[config.mk]
export PLATFORM = sky130hd
export DESIGN_NAME = seq_serial_tx_flat
export DESIGN_NICKNAME = d
export VERILOG_FILES = /design/src/rtl/seq_serial_pkg.sv /design/src/rtl/seq_serial_tx_if.sv /design/src/rtl/seq_serial_baud_cnt.sv /design/src/rtl/seq_serial_tx.sv /design/src/flat_wrapper.sv
export SDC_FILE = /design/constraint.sdc
export NUM_CORES = 1
export LEC_CHECK = 0
export BUFFER_PORTS_ARGS = -buffer_cell sky130_fd_sc_hd__buf_4
export CAP_MARGIN = 20
export CORE_MARGIN = 2
export CORE_UTILIZATION = 45
export CTS_BUF_LIST = sky130_fd_sc_hd__clkbuf_16
export DETAILED_ROUTE_END_ITERATION = 16
export SYNTH_ARGS = -nofsm -noshare
export SYNTH_HDL_FRONTEND = slang
export SYNTH_SLANG_ARGS = --single-unit
[constraint.sdc]
create_clock -name clk -period 2.8 [get_ports clk]
set_input_delay 0.28 -clock clk [delete_from_list [all_inputs] [get_ports clk]]
set_output_delay 0.28 -clock clk [all_outputs]
set_load 0.02 [all_outputs]
[src/rtl/seq_serial_pkg.sv]
// Shared types and line levels for the serial frame transmitter.
// States are shared by every build; PARITY is only reachable with SEQ_SERIAL_TX_PARITY_EN.
package seq_serial_pkg;

  typedef enum logic [2:0] {
    IDLE,
    START,
    DATA,
    PARITY,
    STOP
  } tx_state_t;

  localparam logic TX_IDLE_LEVEL  = 1'b1;
  localparam logic TX_START_LEVEL = 1'b0;

endpackage

[src/rtl/seq_serial_tx_if.sv]
// Word handshake between a producer and the serial transmitter.
// The master offers words; the slave (transmitter) drives ready.
interface seq_serial_tx_if #(
  parameter int DATA_W = 8
) ();

  logic              in_valid;
  logic [DATA_W-1:0] in_data;
  logic              in_ready;

  modport master (
    output in_valid,
    output in_data,
    input  in_ready
  );

  modport slave (
    input  in_valid,
    input  in_data,
    output in_ready
  );

endinterface

[src/rtl/seq_serial_baud_cnt.sv]
// Bit-period counter: runs 0..CLKS_PER_BIT-1, tick marks the last cycle.
// Wraps on its own at tick; clr holds it at zero while the line is idle.
module seq_serial_baud_cnt #(
  parameter int CLKS_PER_BIT = 4
) (
  input  logic clk,
  input  logic rst_n,
  input  logic clr,
  output logic tick
);

  localparam int W = $clog2(CLKS_PER_BIT) + 1;
  localparam logic [W-1:0] LAST = W'(CLKS_PER_BIT - 1);

  logic [W-1:0] r_cnt;

  assign tick = (r_cnt == LAST);

  always_ff @(posedge clk or negedge rst_n) begin
    if (!rst_n) begin
      r_cnt <= '0;
    end else if (clr || tick) begin
      r_cnt <= '0;
    end else begin
      r_cnt <= r_cnt + 1'b1;
    end
  end

endmodule

[src/rtl/seq_serial_tx.sv]
// Serial frame transmitter: start(0), data LSB-first, [even parity], stop(1).
// Even parity bit is inserted when SEQ_SERIAL_TX_PARITY_EN is defined.
module seq_serial_tx
  import seq_serial_pkg::*;
#(
  parameter int DATA_W       = 8,
  parameter int CLKS_PER_BIT = 4
) (
  input  logic                  clk,
  input  logic                  rst_n,
  seq_serial_tx_if.slave        s_if,
  output logic                  tx,
  output logic                  busy,
  output logic                  done
);

  localparam int BW = $clog2(DATA_W + 1);
  localparam logic [BW-1:0] LAST_BIT = BW'(DATA_W - 1);

  tx_state_t         r_state;
  tx_state_t         w_state_nxt;
  logic [DATA_W-1:0] r_shift;
  logic [DATA_W-1:0] w_shift_nxt;
  logic [DATA_W-1:0] w_shift_sr;
  logic [BW-1:0]     r_bit;
  logic [BW-1:0]     w_bit_nxt;
  logic              r_tx;
  logic              w_tx_nxt;
  logic              r_busy;
  logic              r_done;
  logic              w_done_nxt;
  logic              w_clr;
  logic              w_tick;
  logic              w_hs;

  assign s_if.in_ready = (r_state == IDLE) && rst_n;
  assign w_hs          = s_if.in_valid && s_if.in_ready;
  assign w_shift_sr    = r_shift >> 1;

  assign tx   = r_tx;
  assign busy = r_busy;
  assign done = r_done;

  seq_serial_baud_cnt #(
    .CLKS_PER_BIT(CLKS_PER_BIT)
  ) u_baud (
    .clk  (clk),
    .rst_n(rst_n),
    .clr  (w_clr),
    .tick (w_tick)
  );

`ifdef SEQ_SERIAL_TX_PARITY_EN
  logic r_par;

  always_ff @(posedge clk or negedge rst_n) begin
    if (!rst_n) begin
      r_par <= 1'b0;
    end else if (w_hs) begin
      r_par <= ^s_if.in_data;
    end
  end
`endif

  always_ff @(posedge clk or negedge rst_n) begin
    if (!rst_n) begin
      r_state <= IDLE;
      r_shift <= '0;
      r_bit   <= '0;
      r_tx    <= TX_IDLE_LEVEL;
      r_busy  <= 1'b0;
      r_done  <= 1'b0;
    end else begin
      r_state <= w_state_nxt;
      r_shift <= w_shift_nxt;
      r_bit   <= w_bit_nxt;
      r_tx    <= w_tx_nxt;
      r_busy  <= (w_state_nxt != IDLE);
      r_done  <= w_done_nxt;
    end
  end

  always_comb begin
    w_state_nxt = r_state;
    w_shift_nxt = r_shift;
    w_bit_nxt   = r_bit;
    w_tx_nxt    = r_tx;
    w_done_nxt  = 1'b0;
    w_clr       = 1'b0;
    unique case (1'b1)
      (r_state == IDLE): begin
        w_clr    = 1'b1;
        w_tx_nxt = TX_IDLE_LEVEL;
        if (w_hs) begin
          w_state_nxt = START;
          w_shift_nxt = s_if.in_data;
          w_tx_nxt    = TX_START_LEVEL;
        end
      end
      (r_state == START): begin
        if (w_tick) begin
          w_state_nxt = DATA;
          w_bit_nxt   = '0;
          w_tx_nxt    = r_shift[0];
        end
      end
      (r_state == DATA): begin
        if (w_tick) begin
          w_shift_nxt = w_shift_sr;
          if (r_bit == LAST_BIT) begin
`ifdef SEQ_SERIAL_TX_PARITY_EN
            w_state_nxt = PARITY;
            w_tx_nxt    = r_par;
`else
            w_state_nxt = STOP;
            w_tx_nxt    = TX_IDLE_LEVEL;
`endif
          end else begin
            w_bit_nxt = r_bit + 1'b1;
            w_tx_nxt  = w_shift_sr[0];
          end
        end
      end
`ifdef SEQ_SERIAL_TX_PARITY_EN
      (r_state == PARITY): begin
        if (w_tick) begin
          w_state_nxt = STOP;
          w_tx_nxt    = TX_IDLE_LEVEL;
        end
      end
`endif
      (r_state == STOP): begin
        if (w_tick) begin
          w_state_nxt = IDLE;
          w_done_nxt  = 1'b1;
          w_tx_nxt    = TX_IDLE_LEVEL;
        end
      end
      default: begin
        w_state_nxt = IDLE;
        w_tx_nxt    = TX_IDLE_LEVEL;
      end
    endcase
  end

endmodule
[src/flat_wrapper.sv]
// flat-port wrapper written by rule: the top's interface ports become plain ports
module seq_serial_tx_flat import seq_serial_pkg::*;
#(
  parameter int DATA_W       = 8,
  parameter int CLKS_PER_BIT = 4
)
  (clk, rst_n, tx, busy, done, s_if_in_valid, s_if_in_data, s_if_in_ready);
  seq_serial_tx_if #(.DATA_W(DATA_W)) s_if_i ();
  input  logic clk;
  input  logic rst_n;
  output logic tx;
  output logic busy;
  output logic done;
  input wire logic [$bits(s_if_i.in_valid)-1:0] s_if_in_valid;
  input wire logic [$bits(s_if_i.in_data)-1:0] s_if_in_data;
  output wire logic [$bits(s_if_i.in_ready)-1:0] s_if_in_ready;
  assign s_if_i.in_valid = s_if_in_valid;
  assign s_if_i.in_data = s_if_in_data;
  assign s_if_in_ready = s_if_i.in_ready;
  seq_serial_tx #(.DATA_W(DATA_W), .CLKS_PER_BIT(CLKS_PER_BIT)) u_core (.clk(clk), .rst_n(rst_n), .s_if(s_if_i), .tx(tx), .busy(busy), .done(done));
endmodule
==> metrics.md <==
| Metric | Value |
|---|---|
| Crit path launch type | register |
| DRC violation count after routing | 0 |
| Final setup violation count | 0 |
| RR Endpoint | u_core.r_bit[3] |
| Largest stage delay on the critical path | ~660 ps |
| Fin crit share | between 70% and 80% |
| Class of the tightest hold or removal check | primary input to register |
| Avg Inst Size Synth | approximately 11 µm² |
| Y dimension of the die | about 55 µm |
| Fmax | between 500 and 600 MHz |
| Minimum period implied by the final worst setup slack | between 1500 and 2000 ps |
| Count of clock tree sinks | 21 |
| Int Power | about 0.83 mW |
| CTS hold repair buffers | 1 |
| Horizontal extent of the die | around 55 µm |
| Tightest slew margin relative to the limit | 55.0% |
| Maximum clock path buffer count | 2 |
| Pin count of the biggest net entering global routing | 27 |
| Kind of end point of the critical path | register |
| Leak Pwr | 0.557 nW |
| Antenna violations before repair | 0 |
| Number of maximum-capacitance constraint violations | 0 |
| Outcome | completed |
| Layout net count | approximately 140 |
| Sequential fraction of design power | between 30% and 40% |
| Setup repair bufs after CTS | 0 |
| Terminating pin of the worst hold path | u_core.r_shift[7] |
| Largest cells by area after synthesis | sky130_fd_sc_hd__dfrtp_1 (43%), sky130_fd_sc_hd__mux2i_1 (7.8%), sky130_fd_sc_hd__a21oi_1 (4.8%) |
| Final hold violations | 0 |
| Total number of vias | ~800 |
| Cell count of the worst reg-to-reg path | 4 |
| Power per cell area | roughly 970 mW/mm² |
| Worst Setup Path Type | register to register |
| Unrepaired setup endpoints after global routing | false |
| Cell depth of the worst min-delay path | 3 |
| Setup_tns | 0 ps |
| Core area | between 0.002 and 0.0025 mm² |
| Full die area | about 0.0030 mm² |
| Least-Margin Pin Slew | ~670 ps |
| RePlAce Congestion | between 0.7 and 0.8 |
| Area share of the largest cell type after synthesis | a little over two fifths |
| Violation count after the first detailed-route iteration | 3 |
| Cell Rows | 18 |
| Synthesized instance count | ~110 |
| Portion of total power attributed to combinational logic | around 38% |
| Remaining Overflow, GRT | 0 |
| Seq cells post-synth | 21 |
| Worst vdd ir | about 0.46 mV |
| Count of nets left with antenna violations after detail routing | 0 |
| Buffers added on ports | 14 |
| Part of the power in the clock network | a little under a quarter |
| Area of the multi-input gates | 556 µm² |
| Launch point of the worst reg-to-reg path | u_core.r_state[1] |
| Total net switching power | ~0.46 mW |
| Sum of routed wire length over all layers | between 1.5 and 2 mm |
| Fillers | ~230 |
| Number of buffers created by CTS | 3 |
| Hold Path Origin | s_if_in_data[7] |
| Data required time of the worst path | slightly below 3000 ps |
| Worst-path clk slew | around 60 ps |
| Setup Skew | roughly 3.7 ps |
| Detailed-route wire length per cell | approximately 13 µm |
| Number of H-tree levels | 1 |
| Final count of pins violating max slew | 0 |
| Post-synth design cell area | 0.00116 mm² |
| Initial Utilization | between 40 and 50% |
| Seq/Total Area, Yosys | approximately 45% |
| Cell with the biggest individual delay on the critical path | sky130_fd_sc_hd__nor3b_4 |
| CTS tree | built |
| Number of gates resized after cts | 0 |
| Total Routing Usage GR | between 15 and 20% |
| Average via count per standard cell | 5.37 |
| Global-route wire length before repair | around 3.4 mm |
| Via count of the first global-routing pass | ~760 |
| Data arrival time of the critical path | 2100 ps |
| Number of distinct library cells after synthesis | 40 |
| Sw Ratio | roughly 36% |
| Overall power after layout | between 1 and 1.5 mW |
| Net Count, Synth | 123 |
| HPWL Detailed | about 1.4 mm |
| Clk Latency, worst-skew pair | 250 ps |
| Minimum setup slack among reg-to-reg paths | between 800 and 900 ps |
| Root Buffer Master | sky130_fd_sc_hd__clkbuf_16 |
| TritonRoute pass-1 iters | 4 |
| Number of antenna diodes | 0 |
| Library cell with the largest summed area after synthesis | sky130_fd_sc_hd__dfrtp_1 |
| Synthesis-to-finish area growth | 14.4% |
| Maximum fanout along the worst path | 13 |
| Worst-path cell chain | nor3b_4 > nor3b_2 > o21ai_1 > a32o_1 |
| Total area of sequential cells | about 530 µm² |
| Yosys warnings | 0 |
| Fraction of final layout cells with drive strength greater than 1 | 22.5% |
| I/O Pins | 15 |
## final cells by class
class / instances / area share [%]
Multi-Input combinational cell: 77 / 41.9
Sequential cell: 21 / 39.8
Timing Repair Buffer: 15 / 8.69
Clock buffer: 3 / 5.67
Tap cell: 30 / 2.83
Inverter: 3 / 0.850
Clock inverter: 1 / 0.283
## worst max-delay path by stage
stage / from / endpoint / slack (ps)
5_1_grt: u_core.r_state[1] / u_core.r_bit[3] / 630
3_3_place_gp: u_core.r_state[1] / u_core.r_bit[3] / 870
6_report: u_core.r_state[1] / u_core.r_bit[3] / 830
4_1_cts: u_core.r_state[1] / u_core.r_bit[3] / 800
2_1_floorplan: u_core.r_bit[0] / u_core.r_bit[3] / 1290
3_5_place_dp: u_core.r_state[1] / u_core.r_bit[3] / 800
## layer usage
| metal | up-vias | part of all wire (%) | global-route usage (%) |
|---|---|---|---|
| met1 | 384 | 50 | 22.2 |
| met5 | - | 0 | 0 |
| met3 | 2 | 2.4 | 3.28 |
| li1 | 411 | - | - |
| met4 | 0 | 0.51 | 7.50 |
| met2 | 8 | 47 | 24.2 |
## sequential cells by signal, indices dropped and copies added, names as in the netlist
signal / count
u_core.r_bit: 4
u_core.r_state: 3
u_core.u_baud.r_cnt: 3
u_core.busy: 1
u_core.tx: 1
u_core.r_shift: 8
u_core.done: 1
## logic make-up after synthesis
family | share of synthesized area [%]
adder cells (fa/ha/maj) | 3.24
AO/OA/AOI/OAI | 15.0
XOR/XNOR | 0.756
multiplexers | 8.75
AND/OR/NAND/NOR | 20.2
flip-flops | 45.5
buffers and inverters | 6.59
## critical path: cells and delay by family (launching register included)
family	cells	cell delay, ps
AND/OR/NAND/NOR	2	980
AO/OA/AOI/OAI	2	310
flip-flops	1	570
## power groups by stage
stage,sequential [mW],combinational (mW),clock [mW]
2_1_floorplan,0.493,0.427,0
3_3_place_gp,0.513,0.482,0
3_5_place_dp,0.518,0.489,0
4_1_cts,0.514,0.494,0.302
5_1_grt,0.530,0.560,0.321
6_report,0.513,0.485,0.294
## synthesized netlist by cell type (all sizes together)
| library cell | number |
|---|---|
| nor2 | 10 |
| nand3b | 1 |
| and3b | 1 |
| nand4b | 1 |
| a21oi | 13 |
| ha | 3 |
| mux2 | 1 |
| clkbuf | 2 |
| nand2b | 1 |
| a32o | 1 |
| nand2 | 7 |
| mux2i | 9 |
| inv | 3 |
| a31oi | 1 |
| dfstp | 1 |
| o21ai | 5 |
| nor3 | 3 |
| o32ai | 1 |
| a22oi | 1 |
| and2 | 1 |
| dfrtp | 20 |
| a41o | 1 |
| nor3b | 6 |
| nor4bb | 1 |
| o22ai | 1 |
| a22o | 1 |
| a21boi | 1 |
| nand3 | 2 |
| or3b | 1 |
| buf | 6 |
| xor2 | 1 |
| nor2b | 2 |
## per-stage QoR
step                hold WS, ps  util [%]  cell area, µm²  worst slack, ps  std cells
floorplan                 -15.6         -            1160             1290        109
global placement            199      50.4            1240              874        145
detailed placement          198      50.4            1240              803        145
CTS                         289      54.0            1330              803        150
global route                296      54.0            1330              629        150
finish                      293      54.0            1330              834        150
## cells in the final DEF (no fill, tap or decap), types with 3 or more instances in the layout
master	instances
sky130_fd_sc_hd__dfrtp_1	20
sky130_fd_sc_hd__buf_4	14
sky130_fd_sc_hd__a21oi_1	11
sky130_fd_sc_hd__nor2_1	10
sky130_fd_sc_hd__mux2i_1	9
sky130_fd_sc_hd__nand2_1	7
sky130_fd_sc_hd__inv_1	4
sky130_fd_sc_hd__nor3b_2	3
sky130_fd_sc_hd__o21ai_1	3
sky130_fd_sc_hd__ha_1	3
sky130_fd_sc_hd__clkbuf_16	3
No activity file was read; power rests on OpenSTA's default activity.
